===== src/rtl/ascon_perm_ctrl_if.sv =====
// Request, result and round-core signals of ascon_perm_ctrl.
// slave = controller side; master = requester / round-core side.
interface ascon_perm_ctrl_if;
  logic        in_valid_i;
  logic        in_ready_o;
  logic [3:0]  rounds_i;
  logic [63:0] x0_i, x1_i, x2_i, x3_i, x4_i;
  logic        out_valid_o;
  logic        out_ready_i;
  logic        err_o;
  logic [63:0] x0_o, x1_o, x2_o, x3_o, x4_o;
  logic [3:0]  core_round_cnt_o;
  logic [63:0] core_x0_o, core_x1_o, core_x2_o, core_x3_o, core_x4_o;
  logic [63:0] core_x0_i, core_x1_i, core_x2_i, core_x3_i, core_x4_i;

  modport slave (
    input  in_valid_i, rounds_i, x0_i, x1_i, x2_i, x3_i, x4_i, out_ready_i,
    input  core_x0_i, core_x1_i, core_x2_i, core_x3_i, core_x4_i,
    output in_ready_o, out_valid_o, err_o, x0_o, x1_o, x2_o, x3_o, x4_o,
    output core_round_cnt_o, core_x0_o, core_x1_o, core_x2_o, core_x3_o, core_x4_o
  );

  modport master (
    output in_valid_i, rounds_i, x0_i, x1_i, x2_i, x3_i, x4_i, out_ready_i,
    output core_x0_i, core_x1_i, core_x2_i, core_x3_i, core_x4_i,
    input  in_ready_o, out_valid_o, err_o, x0_o, x1_o, x2_o, x3_o, x4_o,
    input  core_round_cnt_o, core_x0_o, core_x1_o, core_x2_o, core_x3_o, core_x4_o
  );
endinterface


===== src/rtl/ascon_perm_ctrl.sv =====
// Ascon-p round sequencer: holds the 320-bit state and steps an external round core UROL rounds per clock.
// Optional macro ASCON_PERM_ZEROIZE_EN clears state and error flag on the output handshake.
module ascon_perm_ctrl #(
  parameter int UROL = 1
) (
  input logic              clk_i,
  input logic              rst_i,
  ascon_perm_ctrl_if.slave bus
);

  typedef enum logic [1:0] {IDLE, RUN, DONE} stateT;

  localparam logic [3:0] STEP = 4'(UROL);
  localparam logic [3:0] LAST = 4'd12;

  stateT            r_state;
  stateT            w_nextState;
  logic [4:0][63:0] r_x;
  logic [3:0]       r_cnt;
  logic             r_err;

  logic [4:0][63:0] w_xIn;
  logic [4:0][63:0] w_core;
  logic [3:0]       w_cntNext;
  logic             w_lastStep;
  logic             w_legal;

  assign w_xIn      = {bus.x4_i, bus.x3_i, bus.x2_i, bus.x1_i, bus.x0_i};
  assign w_core     = {bus.core_x4_i, bus.core_x3_i, bus.core_x2_i, bus.core_x1_i, bus.core_x0_i};
  assign w_cntNext  = r_cnt + STEP;
  assign w_lastStep = (w_cntNext == LAST);

  // With two rounds per clock an odd count could never land exactly on round 12.
  assign w_legal = (bus.rounds_i != 4'd0) && (bus.rounds_i <= LAST) &&
                   ((UROL == 1) || !bus.rounds_i[0]);

  always_ff @(posedge clk_i or posedge rst_i) begin
    if (rst_i) begin
      r_state <= IDLE;
    end else begin
      r_state <= w_nextState;
    end
  end

  always_comb begin
    w_nextState     = r_state;
    bus.in_ready_o  = 1'b0;
    bus.out_valid_o = 1'b0;
    case (r_state)
      IDLE: begin
        bus.in_ready_o = 1'b1;
        if (bus.in_valid_i) begin
          w_nextState = w_legal ? RUN : DONE;
        end
      end
      RUN: begin
        if (w_lastStep) begin
          w_nextState = DONE;
        end
      end
      DONE: begin
        bus.out_valid_o = 1'b1;
        if (bus.out_ready_i) begin
          w_nextState = IDLE;
        end
      end
      default: w_nextState = IDLE;
    endcase
  end

  // The counter holds the absolute round index so the core can derive its round constants.
  always_ff @(posedge clk_i or posedge rst_i) begin
    if (rst_i) begin
      r_x   <= '0;
      r_cnt <= 4'd0;
      r_err <= 1'b0;
    end else begin
      case (r_state)
        IDLE: begin
          if (bus.in_valid_i) begin
            r_x   <= w_xIn;
            r_err <= !w_legal;
            if (w_legal) begin
              r_cnt <= LAST - bus.rounds_i;
            end
          end
        end
        RUN: begin
          r_x   <= w_core;
          r_cnt <= w_cntNext;
        end
        default: begin
`ifdef ASCON_PERM_ZEROIZE_EN
          if (bus.out_ready_i) begin
            r_x   <= '0;
            r_err <= 1'b0;
          end
`else
          r_err <= r_err;
`endif
        end
      endcase
    end
  end

  assign bus.x0_o             = r_x[0];
  assign bus.x1_o             = r_x[1];
  assign bus.x2_o             = r_x[2];
  assign bus.x3_o             = r_x[3];
  assign bus.x4_o             = r_x[4];
  assign bus.core_x0_o        = r_x[0];
  assign bus.core_x1_o        = r_x[1];
  assign bus.core_x2_o        = r_x[2];
  assign bus.core_x3_o        = r_x[3];
  assign bus.core_x4_o        = r_x[4];
  assign bus.core_round_cnt_o = r_cnt;
  assign bus.err_o            = r_err;

endmodule


===== src/flat_wrapper.sv =====
// flat-port wrapper written by rule: the top's interface ports become plain ports
module ascon_perm_ctrl_flat 
#(
  parameter int UROL = 1
)
  (clk_i, rst_i, bus_in_valid_i, bus_rounds_i, bus_x0_i, bus_x1_i, bus_x2_i, bus_x3_i, bus_x4_i, bus_out_ready_i, bus_core_x0_i, bus_core_x1_i, bus_core_x2_i, bus_core_x3_i, bus_core_x4_i, bus_in_ready_o, bus_out_valid_o, bus_err_o, bus_x0_o, bus_x1_o, bus_x2_o, bus_x3_o, bus_x4_o, bus_core_round_cnt_o, bus_core_x0_o, bus_core_x1_o, bus_core_x2_o, bus_core_x3_o, bus_core_x4_o);
  ascon_perm_ctrl_if bus_i ();
  input logic clk_i;
  input logic rst_i;
  input wire logic [$bits(bus_i.in_valid_i)-1:0] bus_in_valid_i;
  input wire logic [$bits(bus_i.rounds_i)-1:0] bus_rounds_i;
  input wire logic [$bits(bus_i.x0_i)-1:0] bus_x0_i;
  input wire logic [$bits(bus_i.x1_i)-1:0] bus_x1_i;
  input wire logic [$bits(bus_i.x2_i)-1:0] bus_x2_i;
  input wire logic [$bits(bus_i.x3_i)-1:0] bus_x3_i;
  input wire logic [$bits(bus_i.x4_i)-1:0] bus_x4_i;
  input wire logic [$bits(bus_i.out_ready_i)-1:0] bus_out_ready_i;
  input wire logic [$bits(bus_i.core_x0_i)-1:0] bus_core_x0_i;
  input wire logic [$bits(bus_i.core_x1_i)-1:0] bus_core_x1_i;
  input wire logic [$bits(bus_i.core_x2_i)-1:0] bus_core_x2_i;
  input wire logic [$bits(bus_i.core_x3_i)-1:0] bus_core_x3_i;
  input wire logic [$bits(bus_i.core_x4_i)-1:0] bus_core_x4_i;
  output wire logic [$bits(bus_i.in_ready_o)-1:0] bus_in_ready_o;
  output wire logic [$bits(bus_i.out_valid_o)-1:0] bus_out_valid_o;
  output wire logic [$bits(bus_i.err_o)-1:0] bus_err_o;
  output wire logic [$bits(bus_i.x0_o)-1:0] bus_x0_o;
  output wire logic [$bits(bus_i.x1_o)-1:0] bus_x1_o;
  output wire logic [$bits(bus_i.x2_o)-1:0] bus_x2_o;
  output wire logic [$bits(bus_i.x3_o)-1:0] bus_x3_o;
  output wire logic [$bits(bus_i.x4_o)-1:0] bus_x4_o;
  output wire logic [$bits(bus_i.core_round_cnt_o)-1:0] bus_core_round_cnt_o;
  output wire logic [$bits(bus_i.core_x0_o)-1:0] bus_core_x0_o;
  output wire logic [$bits(bus_i.core_x1_o)-1:0] bus_core_x1_o;
  output wire logic [$bits(bus_i.core_x2_o)-1:0] bus_core_x2_o;
  output wire logic [$bits(bus_i.core_x3_o)-1:0] bus_core_x3_o;
  output wire logic [$bits(bus_i.core_x4_o)-1:0] bus_core_x4_o;
  assign bus_i.in_valid_i = bus_in_valid_i;
  assign bus_i.rounds_i = bus_rounds_i;
  assign bus_i.x0_i = bus_x0_i;
  assign bus_i.x1_i = bus_x1_i;
  assign bus_i.x2_i = bus_x2_i;
  assign bus_i.x3_i = bus_x3_i;
  assign bus_i.x4_i = bus_x4_i;
  assign bus_i.out_ready_i = bus_out_ready_i;
  assign bus_i.core_x0_i = bus_core_x0_i;
  assign bus_i.core_x1_i = bus_core_x1_i;
  assign bus_i.core_x2_i = bus_core_x2_i;
  assign bus_i.core_x3_i = bus_core_x3_i;
  assign bus_i.core_x4_i = bus_core_x4_i;
  assign bus_in_ready_o = bus_i.in_ready_o;
  assign bus_out_valid_o = bus_i.out_valid_o;
  assign bus_err_o = bus_i.err_o;
  assign bus_x0_o = bus_i.x0_o;
  assign bus_x1_o = bus_i.x1_o;
  assign bus_x2_o = bus_i.x2_o;
  assign bus_x3_o = bus_i.x3_o;
  assign bus_x4_o = bus_i.x4_o;
  assign bus_core_round_cnt_o = bus_i.core_round_cnt_o;
  assign bus_core_x0_o = bus_i.core_x0_o;
  assign bus_core_x1_o = bus_i.core_x1_o;
  assign bus_core_x2_o = bus_i.core_x2_o;
  assign bus_core_x3_o = bus_i.core_x3_o;
  assign bus_core_x4_o = bus_i.core_x4_o;
  ascon_perm_ctrl #(.UROL(UROL)) u_core (.clk_i(clk_i), .rst_i(rst_i), .bus(bus_i));
endmodule

===== config.mk =====
export PLATFORM = sky130hd
export DESIGN_NAME = ascon_perm_ctrl_flat
export DESIGN_NICKNAME = d
export VERILOG_FILES = /design/src/rtl/ascon_perm_ctrl_if.sv /design/src/rtl/ascon_perm_ctrl.sv /design/src/flat_wrapper.sv
export SDC_FILE = /design/constraint.sdc
export NUM_CORES = 1
export LEC_CHECK = 0
export BUFFER_PORTS_ARGS = -buffer_cell sky130_fd_sc_hd__buf_2
export CORE_AREA = 5 5 506 508
export CTS_CLUSTER_SIZE = 28
export DETAILED_ROUTE_END_ITERATION = 7
export DIE_AREA = 0 0 511 513
export HOLD_SLACK_MARGIN = 0.08
export REMOVE_ABC_BUFFERS = 1
export SETUP_SLACK_MARGIN = 0.5
export SYNTH_ARGS = -nofsm -noshare
export SYNTH_HDL_FRONTEND = slang
export SYNTH_SLANG_ARGS = --single-unit

===== constraint.sdc =====
create_clock -name clk_i -period 31.5 [get_ports clk_i]
set_input_delay 4.725 -clock clk_i [delete_from_list [all_inputs] [get_ports clk_i]]
set_output_delay 4.725 -clock clk_i [all_outputs]
set_load 0.03 [all_outputs]

==> results.yml <==
logic_synthesis:
  synth-compound-area-share_pct: 9.54
  ys_types: 31
  seq_area_frac_synth_pct: 45.5
  synthTopCellsByCount: "328 x buf_4, 327 x dfrtp_1, 324 x nand2_1"
  ys.flop_type: "dfrtp_1"
  yosys.area_share.adder_pct: 0.139
  yosysWarningCount: 0
  synth_edf_count: 0
  synthCells: 1762
  muxShareOfSynthArea_pct: 17.9
  synth_top_family_by_area: "buffers and inverters"
  synthArstFlopShare_pct: 100
  synth_xor_area_share_pct: 0.0975
  ys_seq_elements: 327
  synthTopCellsByArea: "dfrtp_1 46%, mux2i_1 18%, buf_4 14%, o21ai_1 8.3%, nand2_1 6.8%"
  syn_area_sq_um: 18000
  syn_avg_cell_area_sq_um: 10.2
  synth_top_area_share_pct: 45.5
  synth-simple-area-share_pct: 7.37
  yosysMostFrequentCell: "buf_4"
  synth_area_leader_cell: "dfrtp_1"
placed_design:
  dpl_worst_slack_ns: 23.25
  dp_hpwl_um: 200000
  routabilityCongestion: 0.891
  portBuffers: 1294
min_path:
  hold_path.class: "flip-flop to flip-flop"
power:
  power_density_nw_per_um2: 146
  p_leak_nw: 12.7
  vdd_drop_max_mv: 0.0665
timing:
  min_period_over_period_pct: 24.0
  finalClockSkew_ns: 0.0302
  finalCriticalPeriod_ns: 7.55
  max_freq_mhz: 132
  rsz0062_at_grt: "no"
  hold_ws_ns: 0.498
  worst_pin_slew_ns: 1.00
  fin_ws_ns: 23.95
  relSlewSlack_pct: 33.1
  setup_viol: 0
  slew_violations: 0
  timing.setup.tns_ns: 0
  hold_viol: 0
floorplanning:
  start_util_pct: 7.17
  die_w_um: 511
  die-area_sq_um: 262000
  ios: 1295
  core_sq_um: 251000
  die_h_um: 513
  num_rows: 184
routing:
  first_pass_iters: 6
  wl_per_cell_um: 35.7
  via_per_inst: 2.97
  vias: 18300
  drt-total-wl_um: 220000
  ant_nets: 0
  drc: 0
  drt_iter0_markers: 1434
worst_setup_path:
  cp_max_fo: 105
  endpoint_kind: "flip-flop"
  startpoint_type: "input port"
  required_ns: 32.02
  cp.arrival_ns: 8.07
  critPathKind: "input port to flip-flop"
clock_network:
  clkSinkCount: 327
  hold_buffers: 0
  root_buffer: "clkbuf_16"
  h-tree-depth: 2
  clkLatencyLatePin_ns: 0.70
  clk_pin_slew_worst_paths_ns: 0.06
  cts_buffers: 55
  clockBufferDepth: 3
  cts_resized: 0
  cts_tree: "done"
  post_cts_buffers: 0
status:
  outcome: "finished, final reports clean"
grt:
  grt_overflow: 0
  grt_pass1_vias: 17000
  grt_max_degree: 106
  grt_pass1_wl_um: 259000
  grt_usage_pct: 16.1
  grt_antenna_before_repair: 343
finish:
  drive_above_1_share_pct: 51.5
  layout.nets: 3354
  finish.utilization_pct: 10.9
  synthToLayoutAreaGrowth_pct: 52.7
job:
  maxCapViolations: 0
logic make-up after synthesis:
group                    after synthesis
flip-flops                           327
XOR/XNOR                               2
AND/OR/NAND/NOR                      339
buffers and inverters                433
multiplexers                         322
AO/OA/AOI/OAI                        337
adder cells (fa/ha/maj)                2
cell type report:
class                           instances  area (sq um)
Fill cell                           28900        223000
Sequential cell                       327          8180
Timing Repair Buffer                 1314          6640
Multi-Input combinational cell       1002          6310
Tap cell                             3348          4190
Clock buffer                           78          1640
Clock inverter                         23           308
Antenna cell                           62           155
Inverter                                4          22.5
sequential cells by signal, summed over array words and instances (netlist names):
register                     cells
u_core.bus.core_x1_o            64
u_core.bus.core_x4_o            64
u_core.bus.core_x2_o            64
u_core.bus.core_x0_o            64
u_core.r_state                   2
u_core.bus.core_x3_o            64
u_core.bus.err_o                 1
u_core.bus.core_round_cnt_o      4
layout by cell type, fill, tap and decap left out:
cell	count
a22o_1	1
nand2b_1	3
buf_4	19
nor2b_4	1
mux2i_1	321
inv_6	3
clkinv_4	4
buf_2	1294
o21bai_4	1
or3b_2	1
bufinv_16	6
xor2_1	2
nor3b_1	1
ha_1	2
clkbuf_8	13
inv_1	3
inv_8	2
clkbuf_16	57
clkinvlp_4	4
clkinv_2	5
nor3_4	1
o22ai_1	2
o32ai_1	1
buf_12	1
o21ai_1	297
clkbuf_1	8
nor4b_1	1
diode_2	62
nor4bb_1	1
mux2_2	1
a21oi_1	7
nand2_1	324
nand3_1	2
o21ai_0	27
o21ai_2	1
nor2_1	4
dfrtp_1	327
report_power, final:
| group | internal [mW] | switching [mW] |
|---|---|---|
| logic | 0.531 | 1.97 |
| clock network | 0.409 | 0.276 |
| registers | 0.633 | 0.194 |
| total | 1.57 | 2.44 |
path summary, 6_finish.rpt:
kind | to | depth (start not counted) | slack (ns) | startpoint
hold / removal | u_core.bus.core_x2_o[25] | 2 | 0.50 | u_core.bus.core_x2_o[25]
min in group asynchronous | u_core.bus.core_x4_o[12] | 2 | 4.19 | rst_i
setup / recovery | u_core.bus.core_x4_o[45] | 6 | 23.95 | bus_in_valid_i
hold reg to reg | u_core.bus.core_x2_o[25] | 2 | 0.50 | u_core.bus.core_x2_o[25]
max in group asynchronous | u_core.bus.core_x0_o[58] | 4 | 25.21 | rst_i
setup reg to reg | u_core.bus.core_x4_o[45] | 5 | 27.56 | u_core.r_state[0]
stage by stage:
step | cell area, sq um | cells | power (mW)
finish | 27400 | 6158 | 4.01
global placement | 25300 | 5995 | 3.40
global route | 27300 | 6120 | 4.24
CTS | 27300 | 6096 | 4.12
detailed placement | 25300 | 5995 | 3.41
floorplan | 14500 | 1333 | 2.25
layer usage:
layer	GRT usage, %	up-vias	wire, um
met5	0	-	1570
met3	16.9	622	51000
met4	3.29	240	6190
li1	-	7638	-
met2	24.4	1549	92400
met1	15.0	8260	68900
critical path: stages:
cell and delay (ns):
buf_2 0.13, o21bai_4 0.48, buf_4 0.62, buf_4 0.83, buf_4 0.90, o21ai_0 0.22
Note: power is estimated with default switching activity, not from simulation.
